File: src/rtl/erg_pkg.sv
// Shared definitions for the erg stroke-timing blocks: phase encoding and
// measurement-sequence states.
package erg_pkg;

    typedef enum logic [1:0] {
        IDLE     = 2'b00,
        DRIVE    = 2'b01,
        RECOVERY = 2'b10
    } phase_t;

    typedef enum logic [1:0] {
        MEAS_NONE  = 2'b00,  // no tick seen since reset/timeout
        MEAS_FIRST = 2'b01,  // one tick seen, timing started
        MEAS_RUN   = 2'b10   // reference period held, ticks are compared
    } meas_t;

endpackage

File: src/rtl/stroke_phase_detector_edge_sync.sv
// Two-flop synchronizer for the asynchronous flywheel sensor followed by a
// registered rising-edge detector producing a one-cycle tick.
module edge_sync (
    input  logic clk,
    input  logic reset_n,
    input  logic async_in,
    output logic pulse
);

    logic sync1;
    logic sync2;
    logic sync3;

    // Synchronize, keep one delayed copy, and register the rising edge.
    always_ff @(posedge clk or negedge reset_n) begin
        if (!reset_n) begin
            sync1 <= 1'b0;
            sync2 <= 1'b0;
            sync3 <= 1'b0;
            pulse <= 1'b0;
        end else begin
            sync1 <= async_in;
            sync2 <= sync1;
            sync3 <= sync2;
            pulse <= sync2 & ~sync3;
        end
    end

endmodule

File: src/rtl/stroke_phase_detector.sv
// Flywheel stroke phase detector: measures tick-to-tick periods, tracks
// acceleration/deceleration streaks and steps IDLE/DRIVE/RECOVERY.
module stroke_phase_detector
    import erg_pkg::*;
#(
    parameter int PERIOD_W = 32,
    parameter int CONFIRM  = 3,
    parameter int HYST     = 2,
    parameter int TIMEOUT  = 50_000_000
) (
    input  logic                clk,
    input  logic                reset_n,
    input  logic                sensor_in,
    output logic                start_drive,
    output logic                start_recovery,
    output logic [1:0]          phase,
    output logic [15:0]         stroke_count,
    output logic [PERIOD_W-1:0] period_out
);

    localparam int                SW        = $clog2(CONFIRM + 1);
    localparam logic [SW-1:0]     CONF_S    = SW'(CONFIRM);
    localparam logic [PERIOD_W:0] HYST_X    = (PERIOD_W + 1)'(HYST);
    localparam logic [PERIOD_W-1:0] TIMEOUT_C = PERIOD_W'(TIMEOUT);

    logic                tick;
    phase_t              phase_q, phase_d;
    meas_t               meas_q, meas_d;
    logic [SW-1:0]       accel_q, accel_d, accel_inc;
    logic [SW-1:0]       decel_q, decel_d, decel_inc;
    logic [PERIOD_W-1:0] cnt_q, cnt_d;
    logic [PERIOD_W-1:0] prev_q, prev_d;
    logic [PERIOD_W-1:0] period_q, period_d;
    logic [15:0]         stroke_q, stroke_d;
    logic                sd_q, sd_d;
    logic                sr_q, sr_d;
    logic                is_accel;
    logic                is_decel;

    edge_sync u_edge_sync (
        .clk      (clk),
        .reset_n  (reset_n),
        .async_in (sensor_in),
        .pulse    (tick)
    );

    // Comparisons widened by one bit so the hysteresis sum cannot wrap.
    assign is_accel  = ({1'b0, cnt_q} + HYST_X) < {1'b0, prev_q};
    assign is_decel  = {1'b0, cnt_q} > ({1'b0, prev_q} + HYST_X);
    assign accel_inc = (accel_q == CONF_S) ? accel_q : accel_q + SW'(1);
    assign decel_inc = (decel_q == CONF_S) ? decel_q : decel_q + SW'(1);

    // Next-state: interval counting, measurement sequence, streaks, phase.
    always_comb begin
        phase_d  = phase_q;
        meas_d   = meas_q;
        accel_d  = accel_q;
        decel_d  = decel_q;
        prev_d   = prev_q;
        period_d = period_q;
        stroke_d = stroke_q;
        sd_d     = 1'b0;
        sr_d     = 1'b0;
        cnt_d    = cnt_q;

        if (tick) begin
            cnt_d = PERIOD_W'(1);
        end else if (cnt_q != '1) begin
            cnt_d = cnt_q + PERIOD_W'(1);
        end

        if (tick) begin
            case (meas_q)
                MEAS_NONE: begin
                    meas_d = MEAS_FIRST;
                end
                MEAS_FIRST: begin
                    prev_d   = cnt_q;
                    period_d = cnt_q;
                    meas_d   = MEAS_RUN;
                end
                default: begin
                    prev_d   = cnt_q;
                    period_d = cnt_q;
                    if (is_accel) begin
                        accel_d = accel_inc;
                        decel_d = '0;
                        if (phase_q != DRIVE && accel_inc == CONF_S) begin
                            phase_d  = DRIVE;
                            accel_d  = '0;
                            sd_d     = 1'b1;
                            stroke_d = stroke_q + 16'd1;
                        end
                    end else if (is_decel) begin
                        decel_d = decel_inc;
                        accel_d = '0;
                        if (phase_q == DRIVE && decel_inc == CONF_S) begin
                            phase_d = RECOVERY;
                            decel_d = '0;
                            sr_d    = 1'b1;
                        end
                    end
                end
            endcase
        end else if (cnt_q == TIMEOUT_C) begin
            // Idle flywheel: forget the stroke, keep the reported values.
            phase_d = IDLE;
            meas_d  = MEAS_NONE;
            accel_d = '0;
            decel_d = '0;
        end
    end

    // State and registered outputs.
    always_ff @(posedge clk or negedge reset_n) begin
        if (!reset_n) begin
            phase_q  <= IDLE;
            meas_q   <= MEAS_NONE;
            accel_q  <= '0;
            decel_q  <= '0;
            cnt_q    <= '0;
            prev_q   <= '0;
            period_q <= '0;
            stroke_q <= '0;
            sd_q     <= 1'b0;
            sr_q     <= 1'b0;
        end else begin
            phase_q  <= phase_d;
            meas_q   <= meas_d;
            accel_q  <= accel_d;
            decel_q  <= decel_d;
            cnt_q    <= cnt_d;
            prev_q   <= prev_d;
            period_q <= period_d;
            stroke_q <= stroke_d;
            sd_q     <= sd_d;
            sr_q     <= sr_d;
        end
    end

    assign start_drive    = sd_q;
    assign start_recovery = sr_q;
    assign phase          = phase_q;
    assign stroke_count   = stroke_q;
    assign period_out     = period_q;

endmodule

File: config.mk
export PLATFORM = sky130hd
export DESIGN_NAME = stroke_phase_detector
export DESIGN_NICKNAME = d
export VERILOG_FILES = /design/src/rtl/erg_pkg.sv /design/src/rtl/stroke_phase_detector_edge_sync.sv /design/src/rtl/stroke_phase_detector.sv
export SDC_FILE = /design/constraint.sdc
export NUM_CORES = 1
export LEC_CHECK = 0
export CAP_MARGIN = 20
export CELL_PAD_IN_SITES_DETAIL_PLACEMENT = 1
export CELL_PAD_IN_SITES_GLOBAL_PLACEMENT = 1
export CORE_MARGIN = 1.5
export CORE_UTILIZATION = 40
export DETAILED_ROUTE_END_ITERATION = 12
export PLACE_DENSITY = 0.71
export SLEW_MARGIN = 10
export SYNTH_ARGS = -nofsm -noshare
export SYNTH_HDL_FRONTEND = slang
export SYNTH_SLANG_ARGS = --single-unit
File: constraint.sdc
create_clock -name clk -period 5.8 [get_ports clk]
set_input_delay 1.74 -clock clk [delete_from_list [all_inputs] [get_ports clk]]
set_output_delay 1.74 -clock clk [all_outputs]
set_load 0.05 [all_outputs]
==> flow_summary_export.csv <==
group,metric,value,unit
route,drcViolationCount,0,
logic_synthesis,netlist_area,0.006779,sq mm
global_routing,antenna_found_initial,0,
logic_synthesis,syn-num-nets,789,
cts,numCtsBuffers,9,
worst_setup_path,crit_fanout,11,
floorplan,start_util,40.88,%
cells_and_area,final_common_cell,"dfrtp_1",
timing,worst_pin_slew,880.2,ps
logic_synthesis,yosys_warnings,0,
power,p_per_area,261.3,mW/mm^2
cts,hold_buffers,0,
status,status,"complete, no violations",
cts,clkLatencyLatePin,360,ps
floorplan,die_height,133.2,um
worst_setup_path,crit_chain,"ha_1, nand3_2, nor3_4, nand3_4, nor4_4, and4_1, xor2_1, ha_1, nand3_1, or4_1, nor4b_2, a211o_4, a211oi_2, o211a_1, or3_1",
floorplan,dieArea,0.01774,sq mm
timing,min_period,4668,ps
cts,h-tree-depth,3,
place,io_buffer_count,54,
timing,worst_slack,1132,ps
floorplan,core_region_area,0.01658,sq mm
route,route.detailed.wl_per_inst,19.47,um
cts,cts_tree,"built",
route,vias,5537,
timing,slew_headroom,41.32,%
floorplan,ios,55,
worst_setup_path,reg2reg_depth,15,
min_path,hold_path.class,"reg2reg",
logic_synthesis,synth_largest_area_cell,"dfrtp_1",
route,via_per_inst,5.650,
cts,clkTransAtPathRegs,70,ps
worst_setup_path,r2r-end,"phase[0]$_DFFE_PN0P_",
min_path,holdPathStages,0,
worst_setup_path,regToRegSetupSlack,1130,ps
global_routing,overflow,0,
logic_synthesis,synth.avg_cell_area,9.442,sq um
global_routing,gr-usage-all-layers,22.94,%
cells_and_area,synthToLayoutAreaGrowth,14.77,%
timing,clock_skew,10.73,ps
logic_synthesis,synth.distinct_cells,66,
logic_synthesis,synth_seq_cells,94,
timing,final_max_slew_viol_count,0,
global_routing,grt_start_max_net_pins,64,
place,gp_congestion,0.9191,
timing,fin_tns_setup,0,ps
cts,cts_resized,0,
worst_setup_path,crit_slowest_cell,"dfrtp_1",
power,ir_drop,0.0001750,V
worst_setup_path,cp-start-kind,"flop",
route,drt-total-wl,19080,um
route,first_pass_iters,4,
worst_setup_path,required,6040,ps
power,leakage,0.003413,uW
global_routing,grt_pass1_vias,6119,
worst_setup_path,critical_path_class,"reg2reg",
place,dp_hpwl,14530,um
min_path,holdPathEnd,"u_edge_sync.sync2$_DFF_PN0_",
job,maxCapViolCount,0,
logic_synthesis,seq_area_frac_synth,34.70,%
timing,clock.fmax,0.2142,GHz
place,post-place-ws,1143,ps
floorplan,die_x,133.2,um
worst_setup_path,end_kind,"flop",
worst_setup_path,cp.arrival,4910,ps
route,drt_iter0_markers,203,
route,ant_nets,0,
worst_setup_path,crit-reg2reg-launch,"cnt_q[1]$_DFFE_PN0P_",
worst_setup_path,crit_path_max_incr_delay,570,ps
timing,setup_viol,0,
timing,hold_violations,0,
power,power,2033,uW
floorplan,row_count,47,
cells_and_area,drive_above_1_share,9.737,%
cts,cts_root_buffer,"clkbuf_16",
timing,rsz0062_at_grt,"no",
logic_synthesis,synthArstFlopShare,100.0,%
global_routing,grt_pass1_wl,32220,um
logic_synthesis,syn-instance-count,718,
cts,cts_setup_buffers,0,
timing,layout_worst_path_cycle_share,80.48,%
cells_and_area,num_antenna_cells,0,
cells_and_area,layout_common_cells,"94 x dfrtp_1, 68 x ha_1, 65 x xnor2_1, 56 x nand2_1, 53 x clkdlybuf4s50_1",
min_path,hp-start,"u_edge_sync.sync1$_DFF_PN0_",
logic_synthesis,synth_edf_count,0,
cells_and_area,finalNetCount,826,
cts,clk_path_buf_depth,2,
logic_synthesis,synth_top_area_share,34.70,%
logic_synthesis,synthTopCellsByArea,"dfrtp_1 35%, ha_1 13%, xnor2_1 8.4%",
worst_setup_path,cpMostUsedCell,"ha_1",
logic_synthesis,synth_ff_type,"dfrtp_1",
cts,cts_num_sinks,94,
[registers in the layout, indices dropped and copies added, names as in the netlist]
signal,cells
meas_q,2
start_drive,1
cnt_q,32
u_edge_sync.pulse,1
stroke_count,16
accel_q,2
phase,2
period_out,32
decel_q,2
start_recovery,1
u_edge_sync.sync2,1
u_edge_sync.sync3,1
u_edge_sync.sync1,1
[worst max-delay path: cells and delay by family, from the launching register on]
| family | cells | cell delay [ps] |
|---|---|---|
| adders and majority gates | 2 | 630 |
| DFF | 1 | 570 |
| AOI/OAI and AO/OA | 3 | 530 |
| and+or+nand+nor | 9 | 2720 |
| xor gates and xnor gates | 1 | 90 |
[routing by layer]
layer | global-route usage (%) | vias up | wire, um
met5 | 0 | - | 0
met4 | 7.126 | 0 | 424
met3 | 4.338 | 28 | 703
met2 | 39.44 | 94 | 9448
met1 | 29.27 | 2797 | 8500
li1 | - | 2618 | -
[final cells by class]
class	instances	area, sq um
fill	1919	8803
inverter	41	153.9
multi-input combinational	550	4114
sequential	94	2352
clock buffer	9	225.2
clock inverter	7	63.81
tap	220	275.3
timing repair buffer	59	595.6
[cells by family after synthesis]
group,count (synthesis),synth area share (%)
AOI/OAI and AO/OA,86,7.863
muxes,30,4.983
buffers and inverters,74,4.780
and+or+nand+nor,269,22.59
xor gates and xnor gates,97,12.53
DFF,94,34.70
adders and majority gates,68,12.55
[cells in the mapped netlist, types with 2 or more instances]
library cell and number:
and2_1 7, nand4_1 37, o211ai_1 3, inv_1 41
clkbuf_1 14, mux2_2 29, o2111ai_1 2, nand4b_1 2
a31oi_1 3, or2_2 2, nand3_1 35, a21boi_0 2
buf_2 13, a21o_1 4, buf_4 2, nand2b_1 7
nand3_2 2, buf_6 3, a21oi_1 35, nor4_4 3
or3_1 5, and4_1 9, xnor2_1 65, nor3_1 5
o21ai_0 20, ha_1 68, xor2_1 32, and3_1 15
or4_1 3, nand4_2 2, nor4_1 10, o21ai_1 2
dfrtp_1 94, nor2_1 51, a41oi_1 2, nor4b_1 4
nand2_1 56
[through the flow]
stage	instances	hold WS, ps	area [sq um]	util, %
after floorplan	718	331.2	6779	-
after global placement	963	343.4	7463	45.01
after detailed placement	964	343.3	7491	45.17
after CTS	980	368.7	7780	46.91
after global routing	980	374.3	7780	46.91
final	980	365.4	7780	46.91
[power breakdown]
part | internal, uW | leakage (uW) | switching, uW | total (uW)
combinational | 248 | 0.00199 | 405 | 653
clock | 302 | 0.000137 | 299 | 602
sequential | 701 | 0.00128 | 76.8 | 778
total | 1250 | 0.00341 | 781 | 2030
[worst max-delay path by stage]
stage / startpoint / to / slack (ps) / cells past startpoint
final: cnt_q[1]$_DFFE_PN0P_ / phase[0]$_DFFE_PN0P_ / 1130 / 15
after detailed placement: cnt_q[1]$_DFFE_PN0P_ / phase[0]$_DFFE_PN0P_ / 1140 / 15
after global routing: cnt_q[1]$_DFFE_PN0P_ / phase[0]$_DFFE_PN0P_ / 820 / 15
after CTS: cnt_q[1]$_DFFE_PN0P_ / phase[0]$_DFFE_PN0P_ / 1120 / 15
after global placement: cnt_q[1]$_DFFE_PN0P_ / phase[0]$_DFFE_PN0P_ / 1290 / 15
after floorplan: cnt_q[2]$_DFFE_PN0P_ / phase[0]$_DFFE_PN0P_ / 1740 / 15
No activity file was read; power rests on OpenSTA's default activity.
